**src/rtl/external_bus_responder.sv**
```systemverilog
// rtl/external_bus_responder.sv - paged register bank on the CPU external bus with programmable wait states
module external_bus_responder #(
    parameter logic [7:0] pageAddress  = 8'hD0,
    parameter int         numRegisters = 16,
    parameter int         waitStates   = 2,
    parameter logic [7:0] resetValue   = 8'h00
) (
    input  logic       clk,
    input  logic       nrst,
    input  logic [7:0] addressBusHigh,
    input  logic [7:0] addressBusLow,
    input  logic       busCycleValid,
    input  logic       readNotWrite,
    input  logic [7:0] dataBusIn,
    output logic [7:0] dataBusOut,
    output logic       dataBusOutEnable,
    output logic       ready,
    output logic       writeStrobe,
    output logic [((numRegisters > 1) ? $clog2(numRegisters) : 1)-1:0] writeIndex
);
    localparam int         IW        = (numRegisters > 1) ? $clog2(numRegisters) : 1;
    localparam logic [7:0] IDX_MASK  = 8'(numRegisters - 1);
    // The request cycle already counts as the first low-ready cycle.
    localparam logic [3:0] WAIT_LOAD = (waitStates >= 2) ? 4'(waitStates - 2) : 4'd0;

    typedef enum logic [1:0] {
        S_IDLE,
        S_WAIT,
        S_ACCESS
    } state_t;

    state_t        state;
    state_t        state_next;
    logic [3:0]    wait_count;
    logic [3:0]    count_next;
    logic [IW-1:0] lat_idx;
    logic          lat_rnw;
    logic [IW-1:0] req_idx;
    logic [IW-1:0] rd_idx;
    logic [IW-1:0] commit_idx;
    logic          latch_req;
    logic          commit;
    logic          out_en;
    logic          hit;
    logic [7:0]    bank [numRegisters];

    assign hit = busCycleValid
              && (addressBusHigh == pageAddress)
              && ((addressBusLow & ~IDX_MASK) == 8'h00);
    assign req_idx = IW'(addressBusLow & IDX_MASK);

    always_ff @(posedge clk or negedge nrst) begin
        if (!nrst) begin
            state      <= S_IDLE;
            wait_count <= 4'd0;
        end else begin
            state      <= state_next;
            wait_count <= count_next;
        end
    end

    always_comb begin
        state_next = state;
        count_next = wait_count;
        latch_req  = 1'b0;
        commit     = 1'b0;
        commit_idx = lat_idx;
        out_en     = 1'b0;
        rd_idx     = lat_idx;
        ready      = 1'b1;
        case (state)
            S_IDLE: begin
                if (hit) begin
                    if (waitStates == 0) begin
                        if (readNotWrite) begin
                            out_en = 1'b1;
                            rd_idx = req_idx;
                        end else begin
                            commit     = 1'b1;
                            commit_idx = req_idx;
                        end
                    end else begin
                        ready     = 1'b0;
                        latch_req = 1'b1;
                        if (waitStates == 1) begin
                            state_next = S_ACCESS;
                        end else begin
                            state_next = S_WAIT;
                            count_next = WAIT_LOAD;
                        end
                    end
                end
            end
            S_WAIT: begin
                ready = 1'b0;
                if (!busCycleValid) begin
                    state_next = S_IDLE;
                    count_next = 4'd0;
                end else if (wait_count == 4'd0) begin
                    state_next = S_ACCESS;
                end else begin
                    count_next = wait_count - 4'd1;
                end
            end
            S_ACCESS: begin
                state_next = S_IDLE;
                if (lat_rnw) begin
                    out_en = 1'b1;
                end else begin
                    commit = 1'b1;
                end
            end
            default: begin
                state_next = S_IDLE;
                count_next = 4'd0;
            end
        endcase
        // A CPU still presenting a hit while reset is held must not see a stall.
        if (!nrst) begin
            ready  = 1'b1;
            out_en = 1'b0;
        end
        dataBusOutEnable = out_en;
        dataBusOut       = out_en ? bank[rd_idx] : 8'h00;
    end

    always_ff @(posedge clk or negedge nrst) begin
        if (!nrst) begin
            lat_idx     <= '0;
            lat_rnw     <= 1'b0;
            writeStrobe <= 1'b0;
            writeIndex  <= '0;
            for (int i = 0; i < numRegisters; i++) begin
                bank[i] <= resetValue;
            end
        end else begin
            if (latch_req) begin
                lat_idx <= req_idx;
                lat_rnw <= readNotWrite;
            end
            writeStrobe <= commit;
            if (commit) begin
                bank[commit_idx] <= dataBusIn;
                writeIndex       <= commit_idx;
            end
        end
    end

endmodule

```
**config.mk**
```make
export PLATFORM = sky130hd
export DESIGN_NAME = external_bus_responder
export DESIGN_NICKNAME = d
export VERILOG_FILES = /design/src/rtl/external_bus_responder.sv
export SDC_FILE = /design/constraint.sdc
export NUM_CORES = 1
export LEC_CHECK = 0
export ABC_AREA = 1
export BUFFER_PORTS_ARGS = -buffer_cell sky130_fd_sc_hd__buf_2
export CAP_MARGIN = 20
export CORE_UTILIZATION = 44
export CTS_CLUSTER_DIAMETER = 200
export DETAILED_ROUTE_END_ITERATION = 8
export PLACE_DENSITY = 0.59
export SYNTH_ARGS = -nofsm -noshare
export SYNTH_HDL_FRONTEND = slang
export SYNTH_SLANG_ARGS = --single-unit
```
**constraint.sdc**
```tcl
create_clock -name clk -period 5.27 [get_ports clk]
set_clock_uncertainty 0.15 [all_clocks]
set_input_delay 1.054 -clock clk [delete_from_list [all_inputs] [get_ports clk]]
set_output_delay 1.054 -clock clk [all_outputs]
set_load 0.02 [all_outputs]
```
==> results of run 1 <==
==> report_power, final <==
part           internal, mW  switching (mW)
combinational        0.0161          0.0617
clock                  1.02           0.455
sequential             1.11        0.000279
==> cell usage in the layout (no fill, tap or decap), types with 8 or more instances in the layout <==
cell,synthesis,layout
dfrtp_1,144,142
clkbuf_16,0,17
nand2_1,491,491
nor2_1,30,30
nand3_1,8,8
o21ai_1,31,31
buf_2,14,41
bufinv_16,0,8
inv_1,24,24
o21ai_0,107,107
==> flip-flops by register name, indices dropped and copies added (netlist names) <==
name and count:
writeIndex 4, lat_rnw 1, commit_idx 4, state 2
writeStrobe 1, bank 128, wait_count 4
==> cells in the mapped netlist, drive strengths merged, types with 2 or more instances <==
cell and n:
nand4 9, nand3 14, nor2 36, o21ai 138, clkbuf 14, ha 2
buf 38, dfrtp 144, inv 26, nand2 492
==> metrics by stage <==
step	util	setup slack, ns	hold WS (ns)	instances	area (µm²)
detailed placement	0.460	1.65	0.323	1129	7290
CTS	0.506	1.34	0.337	1161	8010
global route	0.506	1.14	0.357	1161	8010
finish	0.506	1.34	0.329	1161	8010
floorplan	-	2.36	0.292	918	7110
global placement	0.460	1.69	0.305	1129	7290
==> logic make-up (layout without fill, tap and decap cells) <==
kind of cell / count (synthesis) / in the layout / synth area share
AOI/OAI and AO/OA: 140 / 140 / 0.0989
xor gates and xnor gates: 1 / 1 / 0.00123
buffers and inverters: 79 / 106 / 0.0656
adders and majority gates: 2 / 2 / 0.00352
and+or+nand+nor: 552 / 552 / 0.324
DFF: 144 / 144 / 0.507
==> routing by layer <==
| layer | routed length (µm) | share of wire |
|---|---|---|
| met2 | 8460 | 0.47 |
| met4 | 293 | 0.016 |
| met1 | 8480 | 0.47 |
| met5 | 0 | 0 |
| met3 | 667 | 0.037 |
==> tightest hold or removal path: stages, from the launching register on <==
cell	delay, ns
dfrtp_1	0.34
nand2_1	0.05
nand2_1	0.05
==> cell type report <==
type | count | area (µm²)
Clock inverter | 11 | 255
Clock buffer | 21 | 470
Inverter | 27 | 103
Sequential cell | 144 | 3610
Tap cell | 216 | 270
Multi-Input combinational cell | 695 | 3040
Fill cell | 1563 | 7810
Timing Repair Buffer | 47 | 267
==> worst max path at each step <==
stage | endpoint | depth (start not counted) | start | slack, ns
after floorplan | ready | 6 | addressBusHigh[2] | 2.36
after global placement | dataBusOut[3] | 4 | nrst | 1.69
after detailed placement | dataBusOut[3] | 4 | nrst | 1.65
after CTS | dataBusOut[1] | 11 | commit_idx[0] | 1.34
after global routing | dataBusOut[1] | 11 | commit_idx[0] | 1.14
final | dataBusOut[1] | 11 | commit_idx[0] | 1.34
==> impl_metrics.csv, run 1 <==
group,metric,value,unit
status,outcome,"finished clean",
critical_path,cp-end-kind,"primary output",
final_layout,area_growth,12.7,%
synthesis,yosys_warnings,0,
global_route,use_met2,0.385,
hold_path,hp-class,"reg -> reg",
hold_path,hold_end,"wait_count[1]",
global_route,grt_pass1_vias,5548,
die,die_area,0.0167,mm²
sta,rsz0062_at_grt,"false",
critical_path,critPathKind,"reg -> out",
critical_path,crit_path_cell_trace,"inv_2 > buf_12 > nand2_1 > nand2_1 > nand2_1 > nand2_1 > nand2_1 > nand2_1 > nor2_1 > nor2_1 > buf_2",
sta,fin_crit_sh,0.746,
critical_path,startpoint_type,"register",
synthesis,synth_cell_types,27,
cts,cts_setup_buffers,0,
cts,cts_tree,"done",
power,power_density,332,mW/mm²
critical_path,reg2regPathDepth,5,
critical_path,arrival,2.73,ns
die,fp.dieW,129,µm
cts,root_buffer,"clkbuf_16",
synthesis,ys_async_sr_fraction,1.00,
power,power,2.66,mW
sta,setup_tns,0,ns
drt,num_vias,5753,
power,leakagePower,4.30,nW
global_route,gr-usage-met1,0.316,
synthesis,synth_edf_count,0,
hold_path,holdCritStartpoint,"wait_count[1]",
hold_path,min_delay_path_depth,2,
synthesis,synthesis.nets,948,
critical_path,r2r_start,"commit_idx[1]",
cts,numCtsBuffers,17,
synthesis,synth_top_cell_area_share,0.507,
cts,ctsLongestPathBuffers,2,
critical_path,critical_path_buf_inv_count,3,
final_layout,diodes,0,
synthesis,netlist_area,0.00711,mm²
drt,firstDrtPassIters,7,
die,io_pins,43,
global_route,grt_pass1_wl,29600,µm
cts,clkTransAtPathRegs,0.06,ns
cts,cts_sinks,144,
critical_path,max_stage_delay,0.65,ns
critical_path,r2r_end,"bank[26]",
drt,routedWlPerCell,15.4,µm
cts,htreeDepth,4,
sta,worst_slew_pin_slew,0.908,ns
placed_design,hpwl,11000,µm
drt,drt_first_iter_violations,426,
synthesis,syn_inst,918,
global_route,overflow,0,
drt,drc,0,
power,vdd_drop_max,0.225,mV
die,die_h,129,µm
drt,vias_per_cell,4.96,
synthesis,synth.avg_cell_area,7.75,µm²
global_route,grtUsageMet3,0.0491,
critical_path,path_delay_family,"buffers and inverters",
sta,fmax,0.254,GHz
synthesis,yosysSeqAreaShare,0.507,
global_route,antenna_found_initial,0,
die,rows,46,
global_route,grt_max_degree,69,
critical_path,crit_fanout,41,
synthesis,synthTopCellsByArea,"dfrtp_1 51%, nand2_1 26%, o21ai_0 7.5%, o21ai_1 2.2%, buf_6 2.1%",
cts,clk_latency,0.42,ns
flow_run,cap_viol_max_count,0,
synthesis,ys.flop_type,"dfrtp_1",
critical_path,crit_slowest_cell,"inv_2",
critical_path,cp_common_cell,"nand2_1",
final_layout,drive_gt1_frac,0.110,
global_route,top_usage_layer,"met2",
sta,finalHoldViolCount,0,
placed_design,place_congestion,0.775,
critical_path,regToRegSetupSlack,2.82,ns
sta,setup_viol,0,
die,core,0.0158,mm²
sta,max-slew-margin-rel,0.394,
drt,antenna_left,0,
final_layout,nets,962,
cts,cts_hold_buf,0,
cts,cts_resized,0,
sta,period_needed,3.93,ns
drt,finalWirelength,17900,µm
synthesis,synth_seq_cells,144,
synthesis,yosysTopAreaCell,"dfrtp_1",
global_route,track_usage,0.237,
sta,maxSlewViolCount,0,
die,start_util,0.449,
placed_design,portBuffers,42,
critical_path,required,4.07,ns
Power figures use the tool's default switching activity.
==> run 2: changes to the inputs <==
- PLACE_DENSITY: 0.59 -> 0.61
- clock period: 5.27 -> 3.4 ns (I/O delays scaled with it)
==> run 2 against run 1 <==
Effect of this change:
- first-iteration DRC count up 0.23%
- final cell count up 0.52%
- routed wire length down 1.8%
- via count up 0.92%
- utilization down 0.77 points
==> impl_metrics.csv, run 2 (synthesis results as in run 1) <==
group,metric,value,unit
global_route,track_usage,0.229,
final_layout,nets,968,
drt,firstDrtPassIters,5,
final_layout,drive_gt1_frac,0.111,
final_layout,largest_reg_flops,128,
critical_path,r2r_start,"state[0]",
cts,cts_tree,"done",
cts,cts_resized,0,
critical_path,required,2.57,ns
die,fp.dieW,129,µm
critical_path,r2r_end,"bank[7]",
die,die_area,0.0167,mm²
cts,clkTransAtPathRegs,0.06,ns
critical_path,reg2regPathDepth,5,
sta,finalHoldViolCount,0,
final_layout,final_cell_mix,"491 x nand2_1, 142 x dfrtp_1, 107 x o21ai_0, 41 x buf_2, 31 x o21ai_1",
drt,routedWlPerCell,15.1,µm
hold_path,hp-class,"in -> async",
sta,maxSlewViolCount,0,
placed_design,pre_cts_ws,0.817,ns
power,power_density,443,mW/mm²
drt,finalWirelength,17600,µm
critical_path,cp-end-kind,"primary output",
placed_design,place_congestion,0.789,
drt,drc,0,
cts,ctsLongestPathBuffers,2,
critical_path,arrival,2.13,ns
placed_design,portBuffers,42,
die,start_util,0.449,
final_layout,final_common_cell,"nand2_1",
die,rows,46,
drt,antenna_left,0,
global_route,antenna_found_initial,0,
drt,num_vias,5806,
critical_path,regToRegSetupSlack,1.04,ns
critical_path,crit_fanout,53,
global_route,grt_pass1_vias,5400,
sta,rsz0062_at_grt,"false",
cts,numCtsBuffers,17,
drt,drt_first_iter_violations,427,
cts,cts_hold_buf,0,
sta,worst_slew_pin_slew,0.793,ns
global_route,grt_max_degree,145,
sta,holdWs,0.222,ns
sta,setup_tns,0,ns
flow_run,cap_viol_max_count,0,
final_layout,design_area,0.00789,mm²
final_layout,top_register,"bank",
sta,max-slew-margin-rel,0.471,
power,power,3.50,mW
die,io_pins,43,
sta,fin_crit_sh,0.870,
sta,fmax,0.338,GHz
placed_design,hpwl,10700,µm
cts,htreeDepth,4,
cts,cts_setup_buffers,0,
sta,period_needed,2.96,ns
power,leakagePower,4.25,nW
die,core,0.0158,mm²
cts,cts_sinks,144,
critical_path,startpoint_type,"register",
placed_design,postPlaceCellArea,0.00737,mm²
global_route,grt_pass1_wl,28700,µm
sta,setup_viol,0,
die,die_h,129,µm
global_route,overflow,0,
critical_path,critPathKind,"reg -> out",
final_layout,diodes,0,
cts,root_buffer,"clkbuf_16",
drt,vias_per_cell,4.98,
status,outcome,"finished clean",
final_layout,area_growth,10.9,%
sta,setup_slack,0.443,ns
cts,clk_latency,0.42,ns
power,vdd_drop_max,0.365,mV
==> run 2: cell types whose count changed in the layout (fill, tap and decap cells not counted) <==
cell       before  now
bufinv_16       8    0
clkbuf_1        1    5
clkinv_2        4    8
buf_4           4    7
buf_12          1    4
==> run 2: power breakdown <==
group	internal (mW)	leakage, nW	switching (mW)	total [mW]
registers	1.72	1.32	0.000523	1.72
logic	0.0267	2.67	0.0936	0.120
clock network	0.980	0.264	0.683	1.66
==> run 2: metal layers <==
layer | vias to the layer above | routed length, µm | track usage
li1 | 2932 | - | -
met1 | 2701 | 8360 | 0.320
met2 | 144 | 7970 | 0.353
met3 | 29 | 836 | 0.0380
met4 | 0 | 417 | 0.0976
met5 | - | 0 | 0
==> run 2: cell type report <==
cell class	instances	area (µm²)
fill	1581	7940
sequential	144	3610
multi-input combinational	695	3040
clock buffer	25	485
timing repair buffer	53	349
tap	216	270
inverter	27	103
clock inverter	7	35.0
==> run 2: worst max path at each step <==
stage                    end          start
3_5_place_dp   dataBusOut[0]           nrst
5_1_grt        dataBusOut[5]  commit_idx[0]
2_1_floorplan  dataBusOut[5]  commit_idx[0]
3_3_place_gp   dataBusOut[0]           nrst
4_1_cts        dataBusOut[0]  commit_idx[0]
6_report       dataBusOut[4]  commit_idx[0]
==> run 2: metrics by stage <==
| step | utilization | cells |
|---|---|---|
| 4_1_cts | 0.499 | 1167 |
| 3_3_place_gp | 0.466 | 1135 |
| 2_1_floorplan | - | 918 |
| 6_report | 0.499 | 1167 |
| 3_5_place_dp | 0.466 | 1135 |
| 5_1_grt | 0.499 | 1167 |
==> run 2: critical path, cell delays in order (launching register included) <==
cell and delay [ns]:
dfrtp_2 0.43, inv_2 0.09, buf_12 0.26, nand2_1 0.08, nand2_1 0.10, nand2_1 0.05
nand2_1 0.10, nand2_1 0.05, nand2_1 0.13, nor2_1 0.06, nor2_1 0.11, buf_2 0.20
==> run 3: changes to the inputs <==
- PLACE_DENSITY: 0.61 -> 0.6
==> run 3 against run 2 <==
Effect of this change:
- die area is the same
- final cell count grew 0.26%
- critical endpoint is now dataBusOut[1]
- highest routed layer unchanged
- utilization grew 0.25 points
- largest cell class unchanged
- clock power grew 8%
==> impl_metrics.csv, run 3 (synthesis results as in run 1) <==
group,metric,value,unit
status,outcome,"finished clean",
final_layout,nets,971,
global_route,grt_pass1_wl,29000,µm
final_layout,multi_input_comb_area,0.00305,mm²
power,leakagePower,4.27,nW
power,power_density,457,mW/mm²
drt,drc,0,
power,p_int,2.82,mW
critical_path,cp-end-kind,"primary output",
die,die_area,0.0167,mm²
sta,rsz0062_at_grt,"false",
critical_path,crit_fanout,48,
critical_path,startpoint_type,"register",
final_layout,diodes,0,
final_layout,final_common_cell,"nand2_1",
sta,max-slew-margin-rel,0.353,
drt,finalWirelength,17600,µm
final_layout,top_register,"bank",
global_route,overflow,0,
drt,vias_per_cell,4.94,
die,core,0.0158,mm²
final_layout,largest_reg_flops,128,
cts,clk_latency,0.42,ns
die,die_h,129,µm
critical_path,arrival,2.25,ns
cts,numCtsBuffers,17,
die,fp.dieW,129,µm
drt,drt_first_iter_violations,500,
power,comb_power_share,0.033,
sta,maxSlewViolCount,0,
cts,ctsLongestPathBuffers,2,
power,vdd_drop_max,0.362,mV
final_layout,regArea,0.00361,mm²
critical_path,critPathKind,"reg -> out",
die,start_util,0.449,
placed_design,portBuffers,42,
global_route,grt_pass1_vias,5375,
final_layout,fillers,1594,
hold_path,hp-class,"reg -> reg",
sta,setup_tns,0,ns
sta,finalHoldViolCount,0,
final_layout,drive_gt1_frac,0.114,
cts,cts_tree,"done",
global_route,track_usage,0.232,
drt,num_vias,5776,
drt,routedWlPerCell,15.1,µm
drt,firstDrtPassIters,5,
cts,clkTransAtPathRegs,0.06,ns
sta,fmax,0.325,GHz
sta,holdWs,0.324,ns
sta,period_needed,3.08,ns
final_layout,area_growth,11.5,%
power,pwr-share-clk,0.494,
die,io_pins,43,
cts,htreeDepth,4,
placed_design,hpwl,10900,µm
critical_path,required,2.57,ns
die,rows,46,
sta,fin_crit_sh,0.906,
cts,cts_sinks,144,
sta,setup_viol,0,
global_route,antenna_found_initial,0,
power,p_switching,0.802,mW
placed_design,place_congestion,0.741,
sta,worst_slew_pin_slew,0.970,ns
final_layout,final_cell_mix,"491 x nand2_1, 142 x dfrtp_1, 107 x o21ai_0, 41 x buf_2, 31 x o21ai_1",
flow_run,cap_viol_max_count,0,
cts,root_buffer,"clkbuf_16",
power,p_sw_frac,0.222,
power,seqPwrFrac,0.474,
drt,antenna_left,0,
global_route,grt_max_degree,76,
-- run 3: through the flow --
stage | std cells | worst slack (ns) | power [mW] | utilization | area [µm²]
after CTS | 1170 | 0.0700 | 3.65 | 0.501 | 7930
final | 1170 | 0.320 | 3.62 | 0.501 | 7930
after global routing | 1170 | 0.160 | 3.74 | 0.501 | 7930
after floorplan | 918 | 1.04 | 1.79 | - | 7110
after detailed placement | 1137 | 0.643 | 1.87 | 0.465 | 7360
after global placement | 1137 | 0.673 | 1.87 | 0.465 | 7360
-- run 3: cell type report --
| class | count | share of cell area |
|---|---|---|
| clock buffer | 26 | 0.0630 |
| clock inverter | 6 | 0.00694 |
| inverter | 27 | 0.0129 |
| multi-input combinational | 695 | 0.384 |
| sequential | 144 | 0.455 |
| tap | 216 | 0.0341 |
| timing repair buffer | 56 | 0.0440 |
-- run 3: power groups by stage --
stage,clock network [mW],registers [mW],logic [mW]
global placement,0,1.75,0.123
floorplan,0,1.75,0.0454
global route,1.89,1.71,0.137
finish,1.79,1.72,0.119
detailed placement,0,1.75,0.122
CTS,1.81,1.72,0.123
-- run 3: timing repair --
action / CTS / global route
setup endpoints to repair: 0 / 3
hold endpoints to repair: 22 / 0
hold buffers: 1 / 0
buffers inserted: 0 / 0
resized for setup: 0 / 1
-- run 3: worst paths after layout --
kind / startpoint / end / slack (ns) / cells after the start
min: wait_count[1] / wait_count[1] / 0.32 / 2
min reg2reg: wait_count[1] / wait_count[1] / 0.32 / 2
max in group asynchronous: nrst / commit_idx[1] / 1.29 / 3
max: commit_idx[0] / dataBusOut[1] / 0.32 / 10
max reg2reg: commit_idx[0] / bank[0] / 1.20 / 3
min in group asynchronous: nrst / wait_count[1] / 0.52 / 2
-- run 3: worst max-delay path: stages, from the launching register on --
cell and delay, ns:
dfrtp_2 0.38, buf_4 0.50, nand2_1 0.11, nand2_1 0.10, nand2_1 0.05, nand2_1 0.13, nand2_1 0.06, nand2_1 0.16
nor2_1 0.07, nor2_1 0.08, buf_2 0.17
-- run 3: metal layers --
layer | vias up | track usage | part of all wire
li1 | 2936 | - | -
met1 | 2723 | 0.315 | 0.48
met2 | 102 | 0.379 | 0.47
met3 | 15 | 0.0438 | 0.040
met4 | 0 | 0.0637 | 0.011
met5 | - | 0 | 0
